--- config.mk ---
export PLATFORM = sky130hd
export DESIGN_NAME = rr_arb_mux_flat
export DESIGN_NICKNAME = d
export VERILOG_FILES = /design/src/rtl/rr_arb_mux_if.sv /design/src/rtl/rr_arb_mux.sv /design/src/flat_wrapper.sv
export SDC_FILE = /design/constraint.sdc
export NUM_CORES = 1
export LEC_CHECK = 0
export ABC_AREA = 1
export BUFFER_PORTS_ARGS = -buffer_cell sky130_fd_sc_hd__buf_2
export CAP_MARGIN = 20
export CORE_ASPECT_RATIO = 1.1
export CORE_UTILIZATION = 38
export DETAILED_ROUTE_END_ITERATION = 8
export PLACE_DENSITY = 0.7
export REMOVE_ABC_BUFFERS = 1
export SETUP_SLACK_MARGIN = 0.5
export SLEW_MARGIN = 5
export SYNTH_ARGS = -nofsm -noshare
export SYNTH_HDL_FRONTEND = slang
export SYNTH_SLANG_ARGS = --single-unit
--- constraint.sdc ---
create_clock -name clk_i -period 3.3 [get_ports clk_i]
set_input_delay 0.495 -clock clk_i [delete_from_list [all_inputs] [get_ports clk_i]]
set_output_delay 0.495 -clock clk_i [all_outputs]
set_load 0.05 [all_outputs]
--- src/rtl/rr_arb_mux_if.sv ---
// Handshake bundle between N requesting channels, the arbiter/mux, and one downstream consumer.
interface rr_arb_mux_if #(
  parameter int unsigned WIDTH    = 32,
  parameter int unsigned N_INPUTS = 4
) ();
  logic [N_INPUTS*WIDTH-1:0] in_data_i;
  logic [N_INPUTS-1:0]       in_valid_i;
  logic [N_INPUTS-1:0]       in_ready_o;
  logic [WIDTH-1:0]          out_data_o;
  logic [N_INPUTS-1:0]       out_sel_o;
  logic                      out_valid_o;
  logic                      out_ready_i;

  modport slave (
    input  in_data_i, in_valid_i, out_ready_i,
    output in_ready_o, out_data_o, out_sel_o, out_valid_o
  );

  modport master (
    output in_data_i, in_valid_i, out_ready_i,
    input  in_ready_o, out_data_o, out_sel_o, out_valid_o
  );
endinterface

--- src/rtl/rr_arb_mux.sv ---
// N-way arbiter (round-robin or fixed priority) feeding a single registered output slot
// that sustains one word per cycle when the consumer keeps accepting.
module rr_arb_mux #(
  parameter int unsigned WIDTH         = 32,
  parameter int unsigned N_INPUTS      = 4,
  parameter int unsigned PRIORITY_MODE = 0
) (
  input  logic          clk_i,
  input  logic          rst_i,
  rr_arb_mux_if.slave   bus
);
  localparam int unsigned PTR_W = $clog2(N_INPUTS);

  logic [PTR_W-1:0]    ptr_q, ptr_d;
  logic [WIDTH-1:0]    out_data_q, out_data_d;
  logic [N_INPUTS-1:0] out_sel_q, out_sel_d;
  logic                out_valid_q, out_valid_d;

  logic [N_INPUTS-1:0] grant_c;
  logic [PTR_W-1:0]    grant_idx_c;
  logic                any_req_c;
  logic                load_c;
  logic                xfer_c;
  logic [WIDTH-1:0]    chan_data [N_INPUTS];

  for (genvar k = 0; k < N_INPUTS; k++) begin : g_chan
    assign chan_data[k] = bus.in_data_i[k*WIDTH +: WIDTH];
  end

  // Scan from ptr (or from 0 in fixed mode) and take the first requester.
  always_comb begin
    int unsigned idx;
    grant_c     = '0;
    grant_idx_c = '0;
    any_req_c   = 1'b0;
    idx         = 0;
    for (int unsigned i = 0; i < N_INPUTS; i++) begin
      if (PRIORITY_MODE == 0) begin
        idx = 32'(ptr_q) + i;
        if (idx >= N_INPUTS) idx = idx - N_INPUTS;
      end else begin
        idx = i;
      end
      if (!any_req_c && bus.in_valid_i[PTR_W'(idx)]) begin
        any_req_c   = 1'b1;
        grant_idx_c = PTR_W'(idx);
      end
    end
    if (any_req_c) grant_c[grant_idx_c] = 1'b1;
  end

  assign load_c = !out_valid_q || bus.out_ready_i;
  assign xfer_c = load_c && any_req_c && !rst_i;

  assign bus.in_ready_o = (load_c && !rst_i) ? grant_c : '0;

  always_comb begin
    ptr_d       = ptr_q;
    out_data_d  = out_data_q;
    out_sel_d   = out_sel_q;
    out_valid_d = out_valid_q;
    if (xfer_c) begin
      out_data_d  = chan_data[grant_idx_c];
      out_sel_d   = grant_c;
      out_valid_d = 1'b1;
      ptr_d       = (grant_idx_c == PTR_W'(N_INPUTS - 1)) ? '0 : grant_idx_c + PTR_W'(1);
    end else if (bus.out_ready_i) begin
      out_valid_d = 1'b0;
    end
  end

  always_ff @(posedge clk_i or posedge rst_i) begin
    if (rst_i) begin
      ptr_q       <= '0;
      out_data_q  <= '0;
      out_sel_q   <= '0;
      out_valid_q <= 1'b0;
    end else begin
      ptr_q       <= ptr_d;
      out_data_q  <= out_data_d;
      out_sel_q   <= out_sel_d;
      out_valid_q <= out_valid_d;
    end
  end

  assign bus.out_data_o  = out_data_q;
  assign bus.out_sel_o   = out_sel_q;
  assign bus.out_valid_o = out_valid_q;
endmodule
--- src/flat_wrapper.sv ---
// flat-port wrapper written by rule: the top's interface ports become plain ports
module rr_arb_mux_flat 
#(
  parameter int unsigned WIDTH         = 32,
  parameter int unsigned N_INPUTS      = 4,
  parameter int unsigned PRIORITY_MODE = 0
)
  (clk_i, rst_i, bus_in_data_i, bus_in_valid_i, bus_out_ready_i, bus_in_ready_o, bus_out_data_o, bus_out_sel_o, bus_out_valid_o);
  rr_arb_mux_if #(.WIDTH(WIDTH), .N_INPUTS(N_INPUTS)) bus_i ();
  input  logic clk_i;
  input  logic rst_i;
  input wire logic [$bits(bus_i.in_data_i)-1:0] bus_in_data_i;
  input wire logic [$bits(bus_i.in_valid_i)-1:0] bus_in_valid_i;
  input wire logic [$bits(bus_i.out_ready_i)-1:0] bus_out_ready_i;
  output wire logic [$bits(bus_i.in_ready_o)-1:0] bus_in_ready_o;
  output wire logic [$bits(bus_i.out_data_o)-1:0] bus_out_data_o;
  output wire logic [$bits(bus_i.out_sel_o)-1:0] bus_out_sel_o;
  output wire logic [$bits(bus_i.out_valid_o)-1:0] bus_out_valid_o;
  assign bus_i.in_data_i = bus_in_data_i;
  assign bus_i.in_valid_i = bus_in_valid_i;
  assign bus_i.out_ready_i = bus_out_ready_i;
  assign bus_in_ready_o = bus_i.in_ready_o;
  assign bus_out_data_o = bus_i.out_data_o;
  assign bus_out_sel_o = bus_i.out_sel_o;
  assign bus_out_valid_o = bus_i.out_valid_o;
  rr_arb_mux #(.WIDTH(WIDTH), .N_INPUTS(N_INPUTS), .PRIORITY_MODE(PRIORITY_MODE)) u_core (.clk_i(clk_i), .rst_i(rst_i), .bus(bus_i));
endmodule
==> results.yml <==
setup_path:
  crit_fanout: 11
  crit_family: "simple AND/OR/NAND/NOR gates"
  cp-startpoint: "u_core.ptr_q[0]$_DFFE_PP0P_"
  critPathLaunchType: "flip-flop"
  reg2reg_to: "u_core.bus.out_data_o[27]$_DFFE_PP0P_"
  critPathRequiredTime_ns: 2.80
  cp_common_cell: "nand2_1"
  r2r_start: "u_core.ptr_q[0]$_DFFE_PP0P_"
  crit_path_end_kind: "output pin"
  worstPathArrival_ns: 2.17
  crit_slowest_cell: "dfrtp_2"
  rrSetupSlack_ns: 0.96
  critical_path_depth: 10
  crit_type: "reg2out"
  rr_worst_depth: 17
  cp_cell_sequence: "buf_4 -> nand2_1 -> nand2_1 -> o21ai_2 -> nand3b_1 -> nand2_2 -> inv_1 -> nand3_4 -> nor2_2 -> buf_6"
  crit_buf_inv: 3
  max_stage_delay_ns: 0.48
  crit_end: "bus_in_ready_o[3]"
place:
  place.gp.congestion: 0.903
  place_inst: 838
  dp_hpwl_um: 6880
  place_ws_ns: 0.461
  portBuffers: 175
sta:
  skew_ns: 0.00695
  fin_crit_sh: 0.806
  finalSetupTns_ns: 0
  setup_ws_ns: 0.639
  period_minus_slack_ns: 2.66
  rsz0062_at_grt: "false"
  fmax_mhz: 376
  worst_slew_pin_slew_ns: 0.797
  maxSlewViolCount: 0
  max_slew_margin: 0.468
  setup_violations: 0
  finalHoldViolations: 0
synthesis:
  syn-cell-area_mm2: 0.00328
  yosys.area.top_type: "nand2_1"
  async_flop_share: 1.00
  synth.distinct_cells: 21
  ys_seq_elements: 39
  postSynthCellCount: 576
  synth_edf_count: 0
  ys.flop_type: "dfrtp_1"
  ys_seq_area_frac: 0.298
  yosysMostFrequentCell: "nand2_1"
  postSynthAreaPerCell_um2: 5.69
  synth_top_area_share: 0.338
  yosys_warnings: 0
  ys_top_cells_by_area: "nand2_1 34%, dfrtp_1 30%, nand3_1 15%"
  synthTopCellsByCount: "295 x nand2_1, 101 x nand3_1, 74 x inv_1"
final_layout:
  area_delta_synth_final_pct: 35.2
  nNetsFinal: 878
  n_antenna_cell: 0
  layout-drive-gt1-share: 0.307
  stdcell_count: 853
die:
  initial_utilization: 0.392
  coreArea_mm2: 0.00836
  die-width_um: 90.6
  die_area_mm2: 0.00900
  rows: 35
  io-pin-count: 176
  die_h_um: 99.4
power:
  powerDensity_mw_per_mm2: 1340
  finalPower_uw: 5920
  vdd_ir_drop_max_mv: 0.768
  leakage_uw: 0.00291
clock_tree:
  clk_pin_slew_ns: 0.07
  h-tree-depth: 2
  cts_tree: "yes"
  cts-buffers-inserted: 5
  root_buffer: "clkbuf_8"
  worstSkewPairLatency_ns: 0.28
  numClockSinks: 39
  hold_buffers: 0
  clk_path_buf_depth: 2
grt:
  grt_max_degree: 42
  grt_first_pass_wirelength_um: 15500
  grt_pass1_vias: 3545
  overflow: 0
  antenna_found_initial: 0
  grt_usage: 0.205
run:
  max_cap_violations: 0
route:
  drt_iter0_markers: 159
  wire_per_inst_um: 10.9
  num_vias: 3984
  drc_errors: 0
  drtAntennaViolNets: 0
  first_pass_iters: 4
  viasPerCell: 4.67
  drt-total-wl_um: 9340
min_path:
  worstHoldPathType: "in2async"
status:
  status: "finished clean"
[how the worst min path moves through the flow]
stage	start	to	cells past startpoint
after global routing	bus_out_ready_i	u_core.bus.out_valid_o$_DFFE_PP0P_	2
after floorplan	u_core.ptr_q[1]$_DFFE_PP0P_	u_core.ptr_q[1]$_DFFE_PP0P_	2
after global placement	u_core.bus.out_data_o[3]$_DFFE_PP0P_	u_core.bus.out_data_o[3]$_DFFE_PP0P_	2
final	rst_i	u_core.bus.out_sel_o[0]$_DFFE_PP0P_	2
after CTS	rst_i	u_core.bus.out_sel_o[0]$_DFFE_PP0P_	2
after detailed placement	u_core.bus.out_data_o[21]$_DFFE_PP0P_	u_core.bus.out_data_o[21]$_DFFE_PP0P_	2
[logic make-up after synthesis]
family                   after synthesis  synth area share
AND/OR/NAND/NOR                      415             0.526
buffers and inverters                112             0.158
flip-flops                            39             0.298
AO/OA/AOI/OAI                          9            0.0145
adder cells (fa/ha/maj)                1           0.00382
[sequential cells by signal (all words and copies together), names as in the netlist]
register / flops
u_core.bus.out_data_o: 32
u_core.bus.out_valid_o: 1
u_core.ptr_q: 2
u_core.bus.out_sel_o: 4
[cell usage in the layout (no fill, tap or decap), types with 2 or more instances in the layout]
master	n
nand2_1	291
buf_2	171
nand3_1	101
inv_1	73
dfrtp_1	37
buf_4	14
nor2_2	7
nand2_2	6
clkbuf_8	6
buf_6	6
o21ai_0	4
inv_2	3
nand2_4	3
nor2_1	2
o21ai_1	2
buf_12	2
dfrtp_2	2
[metal layers]
layer | track usage | up-vias | part of all wire
met5 | 0 | - | 0
met4 | 0.0509 | 0 | 0.013
met3 | 0.0336 | 10 | 0.054
li1 | - | 2069 | -
met1 | 0.252 | 1777 | 0.44
met2 | 0.372 | 128 | 0.49
[through the flow]
| stage | utilization | instance area (µm²) | hold WS, ns |
|---|---|---|---|
| after floorplan | - | 3050 | 0.568 |
| after global placement | 0.496 | 4150 | 0.457 |
| after detailed placement | 0.496 | 4150 | 0.461 |
| after CTS | 0.515 | 4310 | 0.398 |
| after global routing | 0.530 | 4430 | 0.408 |
| final | 0.530 | 4430 | 0.366 |
[power breakdown]
group | total (µW) | switching (µW) | internal, µW
clock | 315 | 151 | 164
combinational | 4760 | 3230 | 1530
sequential | 851 | 137 | 714
[repair_timing]
action | CTS | global route
pin swaps | 1 | 3
gates resized for setup | 9 | 26
setup buffers | 6 | 1
gates cloned | 0 | 1
setup endpoints to repair | 4 | 4
[layout make-up]
class | instances | area (µm²)
Tap cell | 111 | 139
Sequential cell | 39 | 978
Timing Repair Buffer | 194 | 1090
Fill cell | 914 | 3930
Inverter | 77 | 292
Multi-Input combinational cell | 425 | 1840
Clock buffer | 6 | 82.6
Clock inverter | 1 | 5.00
Note: power is estimated with default switching activity, not from simulation.
